$ cat config.mk
export PLATFORM = sky130hd
export DESIGN_NAME = pong_game_ctrl
export DESIGN_NICKNAME = d
export VERILOG_FILES = /design/src/rtl/pong_game_ctrl.sv
export SDC_FILE = /design/constraint.sdc
export NUM_CORES = 1
export LEC_CHECK = 0
export BUFFER_PORTS_ARGS = -buffer_cell sky130_fd_sc_hd__buf_2
export CORE_ASPECT_RATIO = 1.1
export CORE_MARGIN = 10
export CORE_UTILIZATION = 55
export CTS_CLUSTER_SIZE = 25
export DETAILED_ROUTE_END_ITERATION = 6
export PLACE_DENSITY = 0.75
export SETUP_SLACK_MARGIN = 0.2
export SLEW_MARGIN = 20
export SYNTH_ARGS = -nofsm -noshare
export SYNTH_HDL_FRONTEND = slang
export SYNTH_SLANG_ARGS = --single-unit
export TNS_END_PERCENT = 10
$ cat constraint.sdc
create_clock -name clk -period 10.5 [get_ports clk]
set_input_delay 2.1 -clock clk [delete_from_list [all_inputs] [get_ports clk]]
set_output_delay 2.1 -clock clk [all_outputs]
set_load 0.05 [all_outputs]
$ cat src/rtl/pong_game_ctrl.sv
// rtl/pong_game_ctrl.sv - pong game sequencer: serve, paddles, ball motion, scoring
module pong_game_ctrl #(
   parameter int ACTIVE_COLS  = 640,
   parameter int ACTIVE_ROWS  = 480,
   parameter int BALL_SIZE    = 8,
   parameter int PADDLE_W     = 8,
   parameter int PADDLE_H     = 64,
   parameter int PADDLE1_X    = 16,
   parameter int PADDLE2_X    = 616,
   parameter int BALL_SPEED   = 2,
   parameter int PADDLE_SPEED = 4,
   parameter int SERVE_FRAMES = 60,
   parameter int WIN_SCORE    = 9
) (
   input  logic       clk,
   input  logic       rst,
   input  logic       frame_tick,
   input  logic       start,
   input  logic       p1_up,
   input  logic       p1_down,
   input  logic       p2_up,
   input  logic       p2_down,
   output logic [9:0] ball_x,
   output logic [9:0] ball_y,
   output logic [9:0] paddle1_y,
   output logic [9:0] paddle2_y,
   output logic [3:0] score1,
   output logic [3:0] score2,
   output logic [1:0] state,
   output logic       game_over
);
   typedef enum logic [1:0] {
      ST_IDLE  = 2'd0,
      ST_SERVE = 2'd1,
      ST_PLAY  = 2'd2,
      ST_OVER  = 2'd3
   } state_t;

   localparam int CW = (SERVE_FRAMES < 2) ? 1 : $clog2(SERVE_FRAMES + 1);

   // 12-bit working width keeps every sum of position plus size free of overflow
   localparam logic [11:0] L_COLS = 12'(ACTIVE_COLS);
   localparam logic [11:0] L_ROWS = 12'(ACTIVE_ROWS);
   localparam logic [11:0] L_BS   = 12'(BALL_SIZE);
   localparam logic [11:0] L_PH   = 12'(PADDLE_H);
   localparam logic [11:0] L_BSPD = 12'(BALL_SPEED);
   localparam logic [11:0] L_PSPD = 12'(PADDLE_SPEED);
   localparam logic [11:0] L_P1F  = 12'(PADDLE1_X + PADDLE_W);
   localparam logic [11:0] L_P2X  = 12'(PADDLE2_X);
   localparam logic [9:0]  CX     = 10'((ACTIVE_COLS - BALL_SIZE) / 2);
   localparam logic [9:0]  CY     = 10'((ACTIVE_ROWS - BALL_SIZE) / 2);
   localparam logic [9:0]  PC     = 10'((ACTIVE_ROWS - PADDLE_H) / 2);
   localparam logic [CW-1:0] L_SERVE = CW'(SERVE_FRAMES);
   localparam logic [3:0]  L_WIN  = 4'(WIN_SCORE);

   state_t        r_state;
   logic [9:0]    r_ball_x, r_ball_y, r_pad1, r_pad2;
   logic [3:0]    r_score1, r_score2;
   logic          r_dx, r_dy, r_game_over;
   logic [CW-1:0] r_cnt;

   logic [11:0] w_bx, w_by, w_py1, w_py2;
   logic [9:0]  w_pad1_nxt, w_pad2_nxt, w_bx_nxt, w_by_nxt;
   logic        w_dx_nxt, w_dy_nxt, w_ov1, w_ov2, w_miss_l, w_miss_r;
   logic [3:0]  w_s1_inc, w_s2_inc;

   function automatic logic [9:0] f_paddle_step(input logic [9:0] y, input logic up, input logic dn);
      logic [11:0] w_y;
      w_y = {2'b00, y};
      f_paddle_step = y;
      if (up && !dn)
         f_paddle_step = (w_y < L_PSPD) ? 10'd0 : 10'(w_y - L_PSPD);
      else if (dn && !up)
         f_paddle_step = (w_y + L_PH + L_PSPD > L_ROWS) ? 10'(L_ROWS - L_PH) : 10'(w_y + L_PSPD);
   endfunction

   assign w_bx  = {2'b00, r_ball_x};
   assign w_by  = {2'b00, r_ball_y};
   assign w_py1 = {2'b00, r_pad1};
   assign w_py2 = {2'b00, r_pad2};

   assign w_pad1_nxt = f_paddle_step(r_pad1, p1_up, p1_down);
   assign w_pad2_nxt = f_paddle_step(r_pad2, p2_up, p2_down);

   assign w_ov1 = (w_by + L_BS > w_py1) && (w_by < w_py1 + L_PH);
   assign w_ov2 = (w_by + L_BS > w_py2) && (w_by < w_py2 + L_PH);

   assign w_s1_inc = r_score1 + 4'd1;
   assign w_s2_inc = r_score2 + 4'd1;

   always_comb begin
      w_by_nxt = 10'(r_dy ? (w_by + L_BSPD) : (w_by - L_BSPD));
      w_dy_nxt = r_dy;
      if (!r_dy && w_by < L_BSPD) begin
         w_by_nxt = 10'd0;
         w_dy_nxt = 1'b1;
      end else if (r_dy && w_by + L_BS + L_BSPD > L_ROWS) begin
         w_by_nxt = 10'(L_ROWS - L_BS);
         w_dy_nxt = 1'b0;
      end
   end

   // paddle hits take precedence over misses so a ball grazing a face is returned
   always_comb begin
      w_bx_nxt = 10'(r_dx ? (w_bx + L_BSPD) : (w_bx - L_BSPD));
      w_dx_nxt = r_dx;
      w_miss_l = 1'b0;
      w_miss_r = 1'b0;
      if (!r_dx && w_bx >= L_P1F && w_bx <= L_P1F + L_BSPD && w_ov1) begin
         w_bx_nxt = 10'(L_P1F);
         w_dx_nxt = 1'b1;
      end else if (r_dx && w_bx + L_BS <= L_P2X && w_bx + L_BS + L_BSPD >= L_P2X && w_ov2) begin
         w_bx_nxt = 10'(L_P2X - L_BS);
         w_dx_nxt = 1'b0;
      end else if (!r_dx && w_bx < L_BSPD) begin
         w_miss_l = 1'b1;
      end else if (r_dx && w_bx + L_BS + L_BSPD >= L_COLS) begin
         w_miss_r = 1'b1;
      end
   end

   always_ff @(posedge clk or posedge rst) begin
      if (rst) begin
         r_state     <= ST_IDLE;
         r_ball_x    <= CX;
         r_ball_y    <= CY;
         r_pad1      <= PC;
         r_pad2      <= PC;
         r_score1    <= 4'd0;
         r_score2    <= 4'd0;
         r_dx        <= 1'b1;
         r_dy        <= 1'b1;
         r_cnt       <= '0;
         r_game_over <= 1'b0;
      end else begin
         case (r_state)
            ST_IDLE, ST_OVER: begin
               if (start) begin
                  r_score1    <= 4'd0;
                  r_score2    <= 4'd0;
                  r_ball_x    <= CX;
                  r_ball_y    <= CY;
                  r_pad1      <= PC;
                  r_pad2      <= PC;
                  r_cnt       <= L_SERVE;
                  r_game_over <= 1'b0;
                  r_state     <= ST_SERVE;
               end
            end
            ST_SERVE: begin
               if (frame_tick) begin
                  r_pad1 <= w_pad1_nxt;
                  r_pad2 <= w_pad2_nxt;
                  if (r_cnt == CW'(1))
                     r_state <= ST_PLAY;
                  else
                     r_cnt <= r_cnt - CW'(1);
               end
            end
            ST_PLAY: begin
               if (frame_tick) begin
                  r_pad1 <= w_pad1_nxt;
                  r_pad2 <= w_pad2_nxt;
                  if (w_miss_l || w_miss_r) begin
                     // re-serve toward whoever conceded; vertical direction carries over
                     r_ball_x <= CX;
                     r_ball_y <= CY;
                     r_dx     <= w_miss_r;
                     if (w_miss_l)
                        r_score2 <= w_s2_inc;
                     else
                        r_score1 <= w_s1_inc;
                     if ((w_miss_l && w_s2_inc == L_WIN) || (w_miss_r && w_s1_inc == L_WIN)) begin
                        r_state     <= ST_OVER;
                        r_game_over <= 1'b1;
                     end else begin
                        r_cnt   <= L_SERVE;
                        r_state <= ST_SERVE;
                     end
                  end else begin
                     r_ball_x <= w_bx_nxt;
                     r_ball_y <= w_by_nxt;
                     r_dx     <= w_dx_nxt;
                     r_dy     <= w_dy_nxt;
                  end
               end
            end
         endcase
      end
   end

   assign ball_x    = r_ball_x;
   assign ball_y    = r_ball_y;
   assign paddle1_y = r_pad1;
   assign paddle2_y = r_pad2;
   assign score1    = r_score1;
   assign score2    = r_score2;
   assign state     = r_state;
   assign game_over = r_game_over;

endmodule

==> reports/qor.yml <==
outcome:
  outcome: "complete, no violations"
global_routing:
  antenna_found_initial: 0
  grt_max_degree: 54
  grt_pass1_vias: 5629
  grt_use_total_pct: 21.4
  grt_pass1_wl_um: 27600
  grt_overflow: 0
cells_and_area:
  fin_nets: 831
  synthToLayoutAreaGrowth_pct: 7.76
  design_area_sq_um: 6220
  n_antenna_cell: 0
  finalNonFillerCells: 903
  fin_util_pct: 60.2
  final_layout_size_suffix_gt1_share_pct: 12.9
synth:
  ys_seq_area_share_pct: 23.4
  synth_cells: 732
  synth-seq-cells: 53
  synthArstFlopShare_pct: 100
  synth_edf_count: 0
  synth_cell_type_count: 78
  synth_area_per_cell_sq_um: 7.89
  synthFlopType: "dfrtp_1"
  syn_area_sq_um: 5780
  ys_warn_count: 0
sta:
  fmax_ghz: 0.248
  timing.final.ws_setup_ps: 6470
  hold_viol: 0
  tightest_slew_ps: 861
  fin_skew_ps: 10.4
  maxSlewHeadroom_pct: 42.1
  rsz0062_at_grt: "false"
  finalSetupTns_ps: 0
  drv_slew: 0
  finalSetupViolations: 0
  period_minus_slack_ps: 4030
  post-route-period-util_pct: 38.3
drt:
  drt_iter0_drc: 578
  ant_nets: 0
  drc: 0
  avgViaCountPerCell: 6.45
  totalWireLength_um: 16700
  route.detailed.wl_per_inst_um: 18.5
  dr_total_vias: 5822
  first_pass_iters: 5
placement:
  dp_hpwl_um: 12600
  placedInstanceArea_sq_um: 6070
  post-place-ws_ps: 6520
  dp.cells: 895
  port_buffers: 52
  gp_congestion: 0.954
power:
  switchingPower_w: 0.000826
  seqPwrFrac_pct: 23.4
  power_frac_comb_pct: 65.3
  clkPwrFrac_pct: 11.4
  p_int_w: 0.000707
  p_leak_nw: 2.74
  pwr_density_cell_nw_per_um2: 246
  swShare_pct: 53.9
  peakVddDrop_uv: 103
clock_network:
  clk_pin_slew_ps: 80
  cts_hold_buf: 0
  cts_buffers: 5
  post_cts_buffers: 0
  cts_tree: "done"
  clock_latency_ps: 310
  cts_buffer_depth: 2
  cts_root_buffer: "clkbuf_16"
  cts-htree-levels: 2
  cts_resized: 0
  cts_sinks: 53
floorplanning:
  start_util_pct: 55.8
  die_x_um: 118
  rows: 39
  fp.dieH_um: 127
  dieArea_sq_um: 15000
  core-area_sq_um: 10300
  io_pins: 59
setup_path:
  critical-path-max-stage-delay_ps: 760
  path_delay_family: "simple AND/OR/NAND/NOR gates"
  slowest_stage: "nor4_1"
  arrival_ps: 4250
  startpoint_type: "register"
  worstSetupPathType: "reg -> reg"
  crit_chain: "ha_1 -> nand3_1 -> xnor2_1 -> ha_1 -> nand4_1 -> nor4b_1 -> o31a_1 -> nor4_1 -> o21ai_2 -> or3_1 -> o22ai_1"
  path_buf_inv: 0
  worst_path_most_repeated_cell: "ha_1"
  critPathMaxFanout: 15
  worstPathRequired_ps: 10720
  endpoint_kind: "register"
flow_run:
  cap_violations: 0
worst_hold_path:
  hp-class: "reg -> reg"
## cell usage after synthesis (all sizes together) (3+ instances only)
cell      n  area (sq um)
o31ai     7          52.6
a211o     3          26.3
a221oi    4          35.0
a21o      6          45.0
a31oi    20           140
o22ai    11          68.8
xnor2    25           219
o22a      7          61.3
o211a     3          30.0
o21a      6          45.0
inv      54           203
nand2b   11          68.8
or3      11          68.8
and3b     3          26.3
nand4    16           100
a2bb2oi   5          43.8
o21ai    62           314
o31a      5          43.8
nor2     45           169
nor2b    11          68.8
or4       5          45.0
o221ai    3          26.3
and2      7          45.1
dfrtp    35           876
mux2i     9          90.1
a21oi    37           189
clkbuf   22          82.6
xor2      5          43.8
buf      18           109
a211oi    6          45.0
nor3     19           111
a21boi    6          48.8
and3     16           100
ha       64           801
dfstp    18           473
nor3b     3          22.5
o211ai    5          37.5
nor4      6          37.5
a22oi     4          30.0
nand2    55           206
nand3    37           185
## routing by layer
| metal | up-vias | routed length [um] | global-route usage (%) | part of all wire, % |
|---|---|---|---|---|
| li1 | 2744 | - | - | - |
| met1 | 2790 | 7020 | 26.0 | 42 |
| met2 | 243 | 8210 | 37.3 | 49 |
| met3 | 45 | 1050 | 2.91 | 6.3 |
| met4 | 0 | 445 | 9.17 | 2.7 |
| met5 | - | 0 | 0 | 0 |
## cell type report
type	instances	area (sq um)
clock buffer	5	125
sequential	53	1350
fill	983	4120
inverter	54	203
timing repair buffer	55	283
tap	143	179
multi-input combinational	590	4060
clock inverter	3	25.0
## state kept, by name, summed over array words and instances (netlist names)
name,count
score2,4
state,2
score1,4
paddle1_y,8
game_over,1
ball_x,9
r_dx,1
r_dy,1
paddle2_y,8
ball_y,9
r_cnt,6
## power by group through the flow
stage                     clock network [W]  logic (W)  registers [W]
after floorplan                           0   0.000669       0.000435
after global placement                    0   0.000955       0.000357
after detailed placement                  0   0.000987       0.000359
after CTS                          0.000179   0.000991       0.000356
after global routing               0.000187    0.00110       0.000371
final                              0.000174    0.00100       0.000359
## worst register-to-register path, cell delays in order, from the launching register on
cell	delay [ps]
dfstp_2	690
ha_1	300
nand3_1	120
xnor2_1	340
ha_1	340
nand4_1	100
nor4b_1	50
o31a_1	340
nor4_1	770
o21ai_2	310
or3_1	440
o22ai_1	150
## layout by cell type, fill, tap and decap left out, types with 4 or more instances in the layout
master     count
a211oi_1       6
a21boi_0       5
a21o_1         6
a21oi_1       36
a221oi_1       4
a22oi_1        4
a2bb2oi_1      5
a31oi_1       19
and2_1         6
and3_1        16
buf_2         52
clkbuf_16      5
conb_1         6
dfrtp_1       35
dfstp_2       18
ha_1          64
inv_1         53
mux2i_1        9
nand2_1       55
nand2b_1      11
nand3_1       37
nand4_1       16
nor2_1        45
nor2b_1       11
nor3_1        17
nor4_1         6
o211ai_1       5
o21a_1         6
o21ai_0       57
o22a_1         7
o22ai_1       11
o31a_1         5
o31ai_1        6
or3_1         11
xnor2_1       25
xor2_1         5
## logic make-up after synthesis
kind of cell	share of synthesized area [%]
and+or+nand+nor	23.2
AOI/OAI and AO/OA	25.8
buffers and inverters	6.82
adders and majority gates	13.9
DFF	23.4
xor gates and xnor gates	4.96
muxes	2.01
other	0.0649
## through the flow
step                      hold WS, ps  total power [W]
after floorplan                   493          0.00110
after global placement            496          0.00131
after detailed placement          486          0.00135
after CTS                         513          0.00153
after global routing              548          0.00166
final                             517          0.00153
## worst paths after layout
check	startpoint	end	slack (ps)	cells after the start
max	ball_y[3]	ball_y[9]	6470	11
min	game_over	game_over	520	1
max reg2reg	ball_y[3]	ball_y[9]	6470	11
min reg2reg	game_over	game_over	520	1
max in group asynchronous	rst	score1[0]	8060	3
min in group asynchronous	rst	r_cnt[2]	1970	3
No activity file was read; power rests on OpenSTA's default activity.
